==> config.mk <==
export PLATFORM = sky130hd
export DESIGN_NAME = fp_add_norm_round
export DESIGN_NICKNAME = d
export VERILOG_FILES = /design/src/rtl/fp_add_pkg.sv /design/src/rtl/fp_lzc.sv /design/src/rtl/fp_add_norm_round.sv
export SDC_FILE = /design/constraint.sdc
export NUM_CORES = 1
export LEC_CHECK = 0
export ABC_CLOCK_PERIOD_IN_PS = 4500
export CAP_MARGIN = 0
export CORE_ASPECT_RATIO = 0.5
export CORE_MARGIN = 8
export CORE_UTILIZATION = 50
export CTS_CLUSTER_SIZE = 16
export DETAILED_ROUTE_END_ITERATION = 10
export PLACE_DENSITY = 0.74
export SLEW_MARGIN = 10
export SYNTH_ARGS = -nofsm -noshare
export SYNTH_HDL_FRONTEND = slang
export SYNTH_SLANG_ARGS = --single-unit
==> constraint.sdc <==
create_clock -name clk -period 4.5 [get_ports clk]
set_clock_uncertainty 0.05 [all_clocks]
set_input_delay 0.9 -clock clk [delete_from_list [all_inputs] [get_ports clk]]
set_output_delay 0.9 -clock clk [all_outputs]
set_load 0.01 [all_outputs]
==> src/rtl/fp_add_pkg.sv <==
// Shared constants and the S1 pipeline bundle for the floating-point
// add post-processing stage (normalize, round, pack).
package fp_add_pkg;

    localparam int EXP_W   = 8;
    localparam int FRAC_W  = 23;
    localparam int MANT_W  = FRAC_W + 5;
    localparam int BIAS    = (1 << (EXP_W - 1)) - 1;
    localparam int XW      = EXP_W + 2;
    localparam int EXP_MAX = (1 << EXP_W) - 1;

    localparam logic signed [XW-1:0] EXP_TOP = XW'(EXP_MAX);

    localparam logic [1:0] SP_NORMAL = 2'b00;
    localparam logic [1:0] SP_ZERO   = 2'b01;
    localparam logic [1:0] SP_INF    = 2'b10;
    localparam logic [1:0] SP_NAN    = 2'b11;

    localparam logic [31:0] QNAN = 32'h7FC00000;

    // mant holds fraction plus guard/round/sticky; the hidden bit is implied
    typedef struct packed {
        logic                  sign;
        logic signed [XW-1:0]  exp;
        logic [MANT_W-3:0]     mant;
        logic [1:0]            special;
        logic                  unf;
    } s1_t;

endpackage

==> src/rtl/fp_lzc.sv <==
// Leading-zero counter for the 27-bit hidden+fraction+GRS field.
// An all-zero input reports 27.
module fp_lzc (
    input  logic [26:0] a,
    output logic [4:0]  cnt
);

    always_comb begin
        cnt = 5'd27;
        for (int i = 0; i < 27; i++) begin
            if (a[i]) cnt = 5'(26 - i);
        end
    end

endmodule

==> src/rtl/fp_add_norm_round.sv <==
// Post-add stage: normalize the raw aligned sum, round to nearest even,
// and pack an IEEE-754 single with ovf/unf/inexact flags. Two-stage pipe.
module fp_add_norm_round
    import fp_add_pkg::*;
(
    input  logic              clk,
    input  logic              rst_n,
    input  logic              in_valid,
    output logic              in_ready,
    input  logic              in_sign,
    input  logic [EXP_W-1:0]  in_exp,
    input  logic [MANT_W-1:0] in_mant,
    input  logic [1:0]        in_special,
    output logic              out_valid,
    input  logic              out_ready,
    output logic [31:0]       c,
    output logic              ovf,
    output logic              unf,
    output logic              inexact
);

    logic       s1_valid;
    logic       s2_ready;
    s1_t        s1;
    s1_t        s1_n;
    logic [4:0] lz;
    logic [26:0] norm;

    assign s2_ready = !out_valid || out_ready;
    assign in_ready = !s1_valid || s2_ready;

    fp_lzc u_lzc (
        .a   (in_mant[26:0]),
        .cnt (lz)
    );

    always_comb begin
        s1_n         = '0;
        s1_n.sign    = in_sign;
        s1_n.special = in_special;
        if (in_mant[27]) begin
            norm     = {in_mant[27:2], |in_mant[1:0]};
            s1_n.exp = $signed({2'b00, in_exp}) + 10'sd1;
        end else begin
            norm     = in_mant[26:0] << lz;
            s1_n.exp = $signed({2'b00, in_exp}) - $signed({5'd0, lz});
        end
        s1_n.mant = norm[25:0];
        // a zero sum never gets a hidden bit after normalization
        if (in_special == SP_NORMAL) begin
            if (!norm[26]) begin
                s1_n.special = SP_ZERO;
                s1_n.sign    = 1'b0;
            end else if (s1_n.exp[XW-1] || s1_n.exp == '0) begin
                s1_n.unf = 1'b1;
            end
        end
    end

    always_ff @(posedge clk) begin
        if (!rst_n) begin
            s1_valid <= 1'b0;
            s1       <= '0;
        end else if (in_ready) begin
            s1_valid <= in_valid;
            if (in_valid) s1 <= s1_n;
        end
    end

    logic                 g;
    logic                 r;
    logic                 s;
    logic                 up;
    logic [FRAC_W:0]      frac_r;
    logic signed [XW-1:0] exp_r;
    logic [31:0]          c_n;
    logic                 ovf_n;
    logic                 unf_n;
    logic                 inx_n;

    always_comb begin
        g      = s1.mant[2];
        r      = s1.mant[1];
        s      = s1.mant[0];
        up     = g & (r | s | s1.mant[3]);
        frac_r = {1'b0, s1.mant[25:3]} + {{FRAC_W{1'b0}}, up};
        exp_r  = s1.exp + {{(XW-1){1'b0}}, frac_r[FRAC_W]};
        c_n    = '0;
        ovf_n  = 1'b0;
        unf_n  = 1'b0;
        inx_n  = 1'b0;
        unique case (s1.special)
            SP_ZERO: c_n = {s1.sign, 31'h0};
            SP_INF:  c_n = {s1.sign, {EXP_W{1'b1}}, {FRAC_W{1'b0}}};
            SP_NAN:  c_n = QNAN;
            default: begin
                if (s1.unf) begin
                    c_n   = {s1.sign, 31'h0};
                    unf_n = 1'b1;
                    inx_n = 1'b1;
                end else if (exp_r >= EXP_TOP) begin
                    c_n   = {s1.sign, {EXP_W{1'b1}}, {FRAC_W{1'b0}}};
                    ovf_n = 1'b1;
                    inx_n = 1'b1;
                end else begin
                    c_n   = {s1.sign, exp_r[EXP_W-1:0], frac_r[FRAC_W-1:0]};
                    inx_n = g | r | s;
                end
            end
        endcase
    end

    always_ff @(posedge clk) begin
        if (!rst_n) begin
            out_valid <= 1'b0;
            c         <= '0;
            ovf       <= 1'b0;
            unf       <= 1'b0;
            inexact   <= 1'b0;
        end else if (s2_ready) begin
            out_valid <= s1_valid;
            if (s1_valid) begin
                c       <= c_n;
                ovf     <= ovf_n;
                unf     <= unf_n;
                inexact <= inx_n;
            end
        end
    end

endmodule

After elaboration in Yosys (flattened, before gate mapping)
Cells that the tools add are included.
- shift operators: 1
- reduce and logical (&&, ||, !) cells: 11
- multiplexer cells: 46
- order comparisons: 1
- $add $sub $neg: 4
- eq/ne operators: 3
- bitwise gates (word level): 5
- operators with widths (kind ; count):
    case mux 32 bit (3 select lines) ; 1
    two-way mux 5 bit ; 16
    two-way mux 31 bit ; 2
    two-way mux 4 bit ; 8
    two-way mux 27 bit ; 1
    << shifter 27 x 5 -> 27 bit ; 1
    adder 23 x 1 -> 24 bit ; 1
    two-way mux 1 bit ; 13
    adder 10 x 1 -> 10 bit ; 1
    greater-or-equal comparator 10 x 9 -> 1 bit (second input constant) ; 1
    zero test 10 bit ; 1
    two-way mux 10 bit ; 1
    adder 8 x 1 -> 9 bit (second input constant) ; 1
    subtractor 8 x 5 -> 9 bit ; 1
    two-way mux 2 bit ; 3
    equality test 2 bit (second input constant) ; 2
    bitwise OR 1 bit ; 4
    AND reduction 2 bit ; 2
    logical OR 1 bit ; 3
    two-way mux 3 bit ; 1
    OR reduction 3 bit ; 1
    equality test 2 x 1 -> 1 bit (second input constant) ; 1
    zero test 1 bit ; 2
    zero test 2 bit ; 1
    other kinds (2) ; 2
- input bits: 43
- flip-flop bits (word level): 77

Longest topological paths before layout
Gate-level depths: netlist of the first run.
- depth after elaboration: 34
- mapped depth: 18
- mapped depth without buffers: 16

Hierarchy
From an unflattened synthesis of the first run, not the netlist that was laid out.
- cells, all modules: 704
- area, all modules: 5522.8 um2
- by module, submodules not included (module ; instances ; area each (um2) ; cells an instance):
    fp_add_norm_round ; 1 ; 5245.0 ; 653
    fp_lzc ; 1 ; 277.8 ; 51

Least setup slack after synthesis of the first run
OpenSTA, ideal clock, no wires.
- path type: in2reg
- start point: in in_mant[18]
- end point: reg s1[0] (netlist name)
- path buffers: 2
- required time: 4363 ps
- stages: 16
- path slack: 144 ps
- arrival: 4219 ps
- cells stage by stage: clkbuf_1 -> or3_1 -> nor4_1 -> a21oi_2 -> inv_2 -> clkbuf_1 -> ha_1 -> inv_1 -> fa_1 -> a211oi_1 -> nor2_1 -> o41ai_1 -> xnor2_1 -> nand4_1 -> o31a_1 -> o31ai_1
- cells in the longest elaborated chain, start to end: 16
- elaborated cells on any way between the ends: 18
- classes of those cells: add/sub: 1; shift: 1; mux: 14; reduce/logical: 2
- ends and longest elaborated chain (element ; RTL line ; text):
    start, declared ; fp_add_norm_round.sv:12 ; input logic [MANT_W-1:0] in_mant,
    two-way mux 5 bit (9 in series) ; fp_lzc.sv:11 ; if (a[i]) cnt = 5'(26 - i);
    subtractor 8 x 5 -> 9 bit ; fp_add_norm_round.sv:46 ; s1_n.exp = $signed({2'b00, in_exp}) - $signed({5'd0, lz});
    two-way mux 10 bit ; fp_add_norm_round.sv:41 ; if (in_mant[27]) begin
    zero test 10 bit ; fp_add_norm_round.sv:54 ; end else if (s1_n.exp[XW-1] || s1_n.exp == '0) begin
    logical OR 1 bit ; fp_add_norm_round.sv:54 ;
    two-way mux 1 bit ; fp_add_norm_round.sv:54 ;
    two-way mux 1 bit (*) ; fp_add_norm_round.sv:51 ; if (!norm[26]) begin
    two-way mux 3 bit (*) ; fp_add_norm_round.sv:50 ; if (in_special == SP_NORMAL) begin
    end signal, assigned ; fp_add_norm_round.sv:66 ; if (in_valid) s1 <= s1_n;
    end, declared ; fp_add_norm_round.sv:24 ; s1_t s1;
Every way passes the cells marked *; elsewhere a longest branch is shown, timed or not.
A chain may end at the register's enable or synchronous reset.

Worst setup path after layout of the first run
- start point: in in_mant[22]
- end point: reg s1[0] (netlist name)
- cells in the longest elaborated chain, start to end: 12
- elaborated cells on any way between the ends: 14
- classes of those cells: add/sub: 1; shift: 1; mux: 10; reduce/logical: 2
- ends and longest elaborated chain (element ; RTL line):
    two-way mux 5 bit (5 in series) ; fp_lzc.sv:11
    subtractor 8 x 5 -> 9 bit ; fp_add_norm_round.sv:46
    two-way mux 10 bit ; fp_add_norm_round.sv:41
    zero test 10 bit ; fp_add_norm_round.sv:54
    logical OR 1 bit ; fp_add_norm_round.sv:54
    two-way mux 1 bit ; fp_add_norm_round.sv:54
    two-way mux 1 bit (*) ; fp_add_norm_round.sv:51
    two-way mux 3 bit (*) ; fp_add_norm_round.sv:50
Marked as above.

==> reports/qor.json, run 1 <==
{
  "timing.critical_path.required": {"value": 4.69, "unit": "ns"},
  "critPathMaxStageDelay": {"value": 0.54, "unit": "ns"},
  "synth.distinct_cells": {"value": 70},
  "mappedNetlistNets": {"value": 765},
  "timing.final.crit_period": {"value": 4.35, "unit": "ns"},
  "netlist_instances": {"value": 712},
  "syn_area": {"value": 5480, "unit": "sq um"},
  "drcViolationCount": {"value": 0},
  "slew_viol_final": {"value": 0},
  "max_freq": {"value": 230, "unit": "MHz"},
  "critical_path.top_delay_family": {"value": "compound AO/OA/AOI/OAI gates"},
  "die_w": {"value": 164, "unit": "um"},
  "cts_hold_buf": {"value": 0},
  "syn_to_final_growth": {"value": 28.4, "unit": "%"},
  "most_area_hungry_cell_type_in_the_yosys_netlist": {"value": "dfxtp_1"},
  "detailroute.via_count": {"value": 5968},
  "finalWirelength": {"value": 18.7, "unit": "mm"},
  "gp_congestion": {"value": 0.933},
  "ffs_w_async_s_r_synth": {"value": 0, "unit": "%"},
  "grt_pass1_vias": {"value": 5510},
  "tritoncts": {"value": "yes"},
  "grt_setup_unrepaired": {"value": "no"},
  "top_area_cell_type_share_of_the_netlist_area": {"value": 28.1, "unit": "%"},
  "ir_drop": {"value": 0.178, "unit": "mV"},
  "placement.cell_area": {"value": 6730, "unit": "sq um"},
  "synth_edf_count": {"value": 0},
  "reg2reg_depth": {"value": 17},
  "final_antenna_net_count": {"value": 0},
  "layout_common_cells": {"value": "90 x nand2_1, 79 x clkdlybuf4s50_1, 75 x dfxtp_1"},
  "clockBufferDepth": {"value": 2},
  "power.total": {"value": 0.00195, "unit": "W"},
  "setup.worst_path.class": {"value": "input pin to flop"},
  "viasPerCell": {"value": 6.17},
  "grt_overflow_total": {"value": 0},
  "cts_root_buffer": {"value": "clkbuf_16"},
  "wire_per_inst": {"value": 19.3, "unit": "um"},
  "fp.dieH": {"value": 90.0, "unit": "um"},
  "postSynth.topFlopCell": {"value": "dfxtp_1"},
  "hold-path-cell-count": {"value": 2},
  "ctsHtreeMaxLevel": {"value": 3},
  "final_net_count": {"value": 870},
  "relSlewSlack": {"value": 31.7, "unit": "%"},
  "final_util": {"value": 64.9, "unit": "%"},
  "floorplan.initialDensity": {"value": 50.5, "unit": "%"},
  "boundaryPins": {"value": 80},
  "antenna-diode-count": {"value": 0},
  "clk-insertion-delay-late": {"value": 0.33, "unit": "ns"},
  "grt_max_degree": {"value": 53},
  "timing.critical_path.from": {"value": "in_mant[22]"},
  "worst_setup_path_start_kind": {"value": "input pin"},
  "tcrit_tclk_final": {"value": 96.6, "unit": "%"},
  "grt_antenna_before_repair": {"value": 0},
  "cts.reportedPaths.clkPinSlew": {"value": 0.06, "unit": "ns"},
  "hold-worst-slack": {"value": 0.395, "unit": "ns"},
  "postSynthRegisterBits": {"value": 77},
  "sink_count_of_the_clock_tree": {"value": 77},
  "timing_worst_slew_pin_value": {"value": 1.02, "unit": "ns"},
  "die_area": {"value": 14800, "unit": "sq um"},
  "cts_made_buffers": {"value": 9},
  "detailed_place_hpwl": {"value": 14.3, "unit": "mm"},
  "first_pass_drt_iterations": {"value": 5},
  "maxCapViolations": {"value": 0},
  "path_depth": {"value": 15},
  "status": {"value": "completed"},
  "biggestRegsByFlops": {"value": "s1: 37 flops, c: 32 flops"},
  "regMostFlops": {"value": "s1"},
  "post_route_cells_drive_above_1_share": {"value": 12.9, "unit": "%"},
  "worst_setup_path_end_kind": {"value": "flop"},
  "netlist_top_cells_area": {"value": "dfxtp_1 28%, o21ai_0 6.7%, mux2i_1 6.6%, nand2_1 6.2%, a21oi_1 3.6%"},
  "crit_chain": {"value": "clkdlybuf4s50_1 -> nor4_1 -> buf_4 -> nand2_1 -> a31oi_1 -> or2_2 -> inv_2 -> fa_1 -> a21o_1 -> a211oi_1 -> nor2_1 -> o21ai_0 -> nand4_1 -> o31a_1 -> o31ai_1"},
  "cts-resized-gates": {"value": 0},
  "numPortBuffers": {"value": 79},
  "drt_iter0_markers": {"value": 599},
  "finalHoldViolations": {"value": 0},
  "power.static_leakage": {"value": 2.71, "unit": "nW"},
  "num_rows": {"value": 27},
  "cp_num_buf_inv": {"value": 3},
  "design.core.area": {"value": 10800, "unit": "sq um"},
  "synth.avg_cell_area": {"value": 7.70, "unit": "sq um"},
  "final_cell_area": {"value": 7040, "unit": "sq um"},
  "grt_first_pass_wirelength": {"value": 29.6, "unit": "mm"},
  "finalSetupViolations": {"value": 0},
  "worst-endpoint-arrival": {"value": 4.54, "unit": "ns"},
  "yosysSeqAreaShare": {"value": 28.1, "unit": "%"},
  "worst_hold_path_type": {"value": "flop to flop"},
  "yosys_warnings": {"value": 0},
  "cellPowerDensity": {"value": 277, "unit": "nW/um^2"},
  "cts_setup_buffers": {"value": 0},
  "min_delay_startpoint": {"value": "c[18]"},
  "critical_path_peak_fanout": {"value": 5},
  "critPathSlowestCell": {"value": "clkdlybuf4s50_1"},
  "launch_point_of_the_worst_reg_to_reg_path": {"value": "s1[14]"},
  "max_ffs_per_register": {"value": 37},
  "commonest_non_fill_non_tap_cell_in_the_layout": {"value": "nand2_1"},
  "globalRouteTotalUtil": {"value": 24.5, "unit": "%"},
  "setup.reg_to_reg.worst_slack": {"value": 0.36, "unit": "ns"}
}
[where the power goes]
group          leakage [nW]  internal, W  switching (W)
clock                 0.138     0.000428       0.000275
combinational          1.94     0.000214       0.000266
sequential            0.633     0.000723      0.0000435
total                  2.71      0.00136       0.000585
[worst register-to-register path, stage by stage, from the launching register on]
cell	delay (ns)
dfxtp_1	0.40
and4_2	0.30
nand4_1	0.14
nor2_1	0.18
and2_1	0.22
nand4_1	0.16
nor2_1	0.20
and3_1	0.23
ha_1	0.19
and3_1	0.22
nand4_1	0.20
nor2_1	0.17
xnor2_1	0.11
or4_1	0.56
a2bb2oi_2	0.23
nand4b_1	0.16
buf_6	0.19
o21ai_0	0.12
[layout make-up]
cell class | count | area (sq um)
clock buffer | 10 | 229
timing repair buffer | 139 | 1260
multi-input combinational | 576 | 3710
tap | 145 | 181
sequential | 77 | 1540
inverter | 14 | 52.6
clock inverter | 6 | 63.8
fill | 967 | 3810
[through the flow]
step | cells | worst slack [ns] | TNS, ns
floorplan | 712 | 0.144 | 0
global route | 967 | 0.0468 | 0
finish | 967 | 0.154 | 0
CTS | 967 | 0.206 | 0
detailed placement | 951 | -0.0381 | -0.0381
global placement | 951 | 0.00800 | 0
[synthesized netlist by cell type (4+ instances only)]
cell,instances
nand2_1,90
dfxtp_1,77
o21ai_0,73
nor2_1,47
a21oi_1,39
clkbuf_1,36
mux2i_1,36
nand3_1,29
xor2_1,18
a221oi_1,17
mux2_2,16
xnor2_1,15
a31oi_1,14
and3_1,13
inv_1,12
nand4_1,11
nor3_1,11
and2_1,10
nor2b_1,10
or3_1,10
ha_1,9
nand2b_1,8
a21boi_0,7
o211ai_1,7
a211oi_1,6
buf_2,6
nor4_1,6
o21a_1,6
a21o_1,5
a22oi_1,5
o211a_1,4
o31ai_1,4
[worst paths after layout]
kind            to
min reg2reg  c[18]
max reg2reg  c[16]
min          c[18]
max          s1[0]
[logic make-up after synthesis]
kind of cell | share of synthesized area [%]
AO/OA/AOI/OAI | 26.4
adder cells (fa/ha/maj) | 2.42
flip-flops | 28.1
multiplexers | 10.1
AND/OR/NAND/NOR | 23.3
buffers and inverters | 4.34
XOR/XNOR | 5.27
[per-layer routing]
layer	vias to the layer above	share of wire (%)	track usage, %
li1	2853	-	-
met1	2797	50	37.6
met2	295	39	33.3
met3	23	9.9	5.51
met4	0	1.3	5.34
met5	-	0	0
(Power assumes the default switching activity.)
==> run 2: changes to the inputs <==
CORE_MARGIN = not set   (was 8)
==> run 2 against run 1 <==
Net effect:
- cell count decreased by 0.52%
- count of clock-buffer cells in the layout shrank 1
- via count is 0.23% higher
- fmax increased by 2.4%
- sequential power hardly changed
- global-route usage grew 8.1 points
- register-to-register slack improved by 0.04 ns
- first-iteration DRC count shrank 7.0%
- utilization grew 2.4 points
- critical path depth increased by 1
- largest cell class unchanged
- largest power group unchanged
==> reports/qor.json, run 2 (synthesis results as in run 1) <==
{
  "max_freq": {"value": 236, "unit": "MHz", "change": "+2.4%"},
  "drcViolationCount": {"value": 0, "change": "unchanged"},
  "worst_hold_path_type": {"value": "flop to flop"},
  "timing.final.crit_period": {"value": 4.24, "unit": "ns", "change": "-0.101 ns"},
  "cp_num_buf_inv": {"value": 3, "change": "unchanged"},
  "tritoncts": {"value": "yes"},
  "cellPowerDensity": {"value": 269, "unit": "nW/um^2", "change": "-3.0%"},
  "fillCellCount": {"value": 904, "change": "-6.5%"},
  "finalWirelength": {"value": 18.2, "unit": "mm", "change": "-2.4%"},
  "ir_drop": {"value": 0.204, "unit": "mV", "change": "+14%"},
  "timing_worst_slew_pin_value": {"value": 1.07, "unit": "ns", "change": "+0.0436 ns"},
  "layout_common_cells": {"value": "90 x nand2_1, 79 x clkdlybuf4s50_1, 76 x dfxtp_1"},
  "post_route_cells_drive_above_1_share": {"value": 13.0, "unit": "%", "change": "+0.12 points"},
  "setup_tns": {"value": 0, "unit": "ns", "change": "unchanged"},
  "worst_setup_path_end_kind": {"value": "flop"},
  "cts_setup_buffers": {"value": 0, "change": "unchanged"},
  "num_rows": {"value": 26, "change": "-3.7%"},
  "dpl.cell_count": {"value": 946, "change": "-0.53%"},
  "finalHoldViolations": {"value": 0, "change": "unchanged"},
  "multiInputGateArea": {"value": 3730, "unit": "sq um", "change": "+0.47%"},
  "critPathMaxStageDelay": {"value": 0.54, "unit": "ns", "change": "about the same"},
  "gp_congestion": {"value": 0.909, "change": "-2.6%"},
  "numPortBuffers": {"value": 79, "change": "unchanged"},
  "slew_viol_final": {"value": 0, "change": "unchanged"},
  "die_w": {"value": 150, "unit": "um", "change": "-8.5%"},
  "globalRouteTotalUtil": {"value": 32.6, "unit": "%", "change": "+8.1 points"},
  "timing.critical_path.required": {"value": 4.68, "unit": "ns", "change": "about the same"},
  "detailroute.via_count": {"value": 5982, "change": "+0.23%"},
  "worst_setup_path_start_kind": {"value": "input pin"},
  "grt_first_pass_wirelength": {"value": 29.4, "unit": "mm", "change": "-0.75%"},
  "die_area": {"value": 11400, "unit": "sq um", "change": "-23%"},
  "status": {"value": "completed"},
  "regMostFlops": {"value": "s1"},
  "max_ffs_per_register": {"value": 37, "change": "unchanged"},
  "cpMostUsedCell": {"value": "a211oi_1"},
  "critical_path_peak_fanout": {"value": 9, "change": "+4"},
  "biggestRegsByFlops": {"value": "s1: 37 flops, c: 32 flops"},
  "clk-insertion-delay-late": {"value": 0.32, "unit": "ns", "change": "about the same"},
  "sink_count_of_the_clock_tree": {"value": 77, "change": "unchanged"},
  "ctsHtreeMaxLevel": {"value": 3, "change": "unchanged"},
  "first_pass_drt_iterations": {"value": 5, "change": "unchanged"},
  "fp.dieH": {"value": 76.0, "unit": "um", "change": "-16%"},
  "viasPerCell": {"value": 6.22, "change": "+0.76%"},
  "finalSetupViolations": {"value": 0, "change": "unchanged"},
  "grt_pass1_vias": {"value": 5402, "change": "-2.0%"},
  "commonest_non_fill_non_tap_cell_in_the_layout": {"value": "nand2_1"},
  "cts_root_buffer": {"value": "clkbuf_16"},
  "worst-endpoint-arrival": {"value": 4.43, "unit": "ns", "change": "-0.11 ns"},
  "maxCapViolations": {"value": 0, "change": "unchanged"},
  "drt_iter0_markers": {"value": 557, "change": "-7.0%"},
  "register_area": {"value": 1540, "unit": "sq um", "change": "about the same"},
  "final_net_count": {"value": 870, "change": "unchanged"},
  "syn_to_final_growth": {"value": 28.1, "unit": "%"},
  "clockBufferDepth": {"value": 2, "change": "unchanged"},
  "cts.reportedPaths.clkPinSlew": {"value": 0.06, "unit": "ns", "change": "about the same"},
  "critical_path.top_delay_family": {"value": "compound AO/OA/AOI/OAI gates"},
  "detailed_place_hpwl": {"value": 13.7, "unit": "mm", "change": "-4.0%"},
  "antenna-diode-count": {"value": 0, "change": "unchanged"},
  "relSlewSlack": {"value": 28.7, "unit": "%", "change": "-2.9 points"},
  "grt_setup_unrepaired": {"value": "no"},
  "crit_chain": {"value": "clkdlybuf4s50_1 -> nor2b_1 -> nor3_1 -> a211oi_1 -> a21oi_2 -> inv_2 -> ha_1 -> inv_1 -> fa_1 -> a21o_1 -> a211oi_1 -> nor2_1 -> o21ai_0 -> nand4_1 -> o31a_1 -> o31ai_1"},
  "cts_hold_buf": {"value": 0, "change": "unchanged"},
  "power.static_leakage": {"value": 2.70, "unit": "nW", "change": "-0.45%"},
  "grt_antenna_before_repair": {"value": 0, "change": "unchanged"},
  "grt_max_degree": {"value": 53, "change": "unchanged"},
  "design.core.area": {"value": 10400, "unit": "sq um", "change": "-3.7%"},
  "cts_made_buffers": {"value": 9, "change": "unchanged"},
  "tcrit_tclk_final": {"value": 94.3, "unit": "%", "change": "-2.3 points"},
  "grt_overflow_total": {"value": 0, "change": "unchanged"},
  "floorplan.initialDensity": {"value": 52.5, "unit": "%", "change": "+1.9 points"},
  "instances_no_fill": {"value": 962, "change": "-0.52%"},
  "critPathSlowestCell": {"value": "clkdlybuf4s50_1"},
  "wire_per_inst": {"value": 18.9, "unit": "um", "change": "-1.9%"},
  "boundaryPins": {"value": 80, "change": "unchanged"},
  "cts-resized-gates": {"value": 0, "change": "unchanged"},
  "final_antenna_net_count": {"value": 0, "change": "unchanged"},
  "setup.worst_path.class": {"value": "input pin to flop"}
}
-- run 2: cell types whose count changed in the layout (fill, tap and decap cells not counted), sizes merged --
cell / delta
clkinvlp: +1
clkbuf: -1
clkinv: +1
bufinv: -1
-- run 2: worst paths after layout --
check                    from     to  slack (ns)  cells past startpoint
hold reg to reg         c[18]  c[18]        0.40                      2
setup reg to reg       s1[13]  c[11]        0.40                     17
setup / recovery  in_mant[26]  s1[0]        0.26                     16
hold / removal          c[18]  c[18]        0.40                      2
-- run 2: cell type report --
type / count / share of cell area (%)
sequential: 77 / 22.0
clock buffer: 9 / 3.21
inverter: 14 / 0.748
timing repair buffer: 139 / 17.9
tap: 140 / 2.49
multi-input combinational: 576 / 53.1
clock inverter: 7 / 0.606
-- run 2: worst register-to-register path, delay by kind of cell (launching register included) --
kind	cells	cell delay [ns]
xor gates and xnor gates	1	0.11
adders and majority gates	1	0.18
and+or+nand+nor	12	2.67
buffers and inverters	1	0.19
AOI/OAI and AO/OA	2	0.35
DFF	1	0.42
-- run 2: metrics by stage --
| stage | cell area (sq um) | hold WS (ns) | total power (W) | worst slack, ns | utilization, % |
|---|---|---|---|---|---|
| floorplan | 5480 | 0.394 | 0.00103 | 0.144 | - |
| global placement | 6730 | 0.384 | 0.00124 | 0.0400 | 64.4 |
| detailed placement | 6730 | 0.393 | 0.00124 | 0.000427 | 64.4 |
| CTS | 6990 | 0.405 | 0.00188 | 0.213 | 67.0 |
| global route | 7020 | 0.439 | 0.00197 | 0.0103 | 67.3 |
| finish | 7020 | 0.399 | 0.00189 | 0.256 | 67.3 |
-- run 2: power by group --
part	switching (W)	total [W]	internal, W
Clock	0.000269	0.000638	0.000369
Combinational	0.000268	0.000484	0.000216
Sequential	0.0000432	0.000766	0.000723
Total	0.000581	0.00189	0.00131
-- run 2: metal layers --
metal,share of wire (%),GRT usage (%)
met1,49,51.3
met2,40,45.4
met4,0.53,5.56
met3,10,6.35
met5,0,0
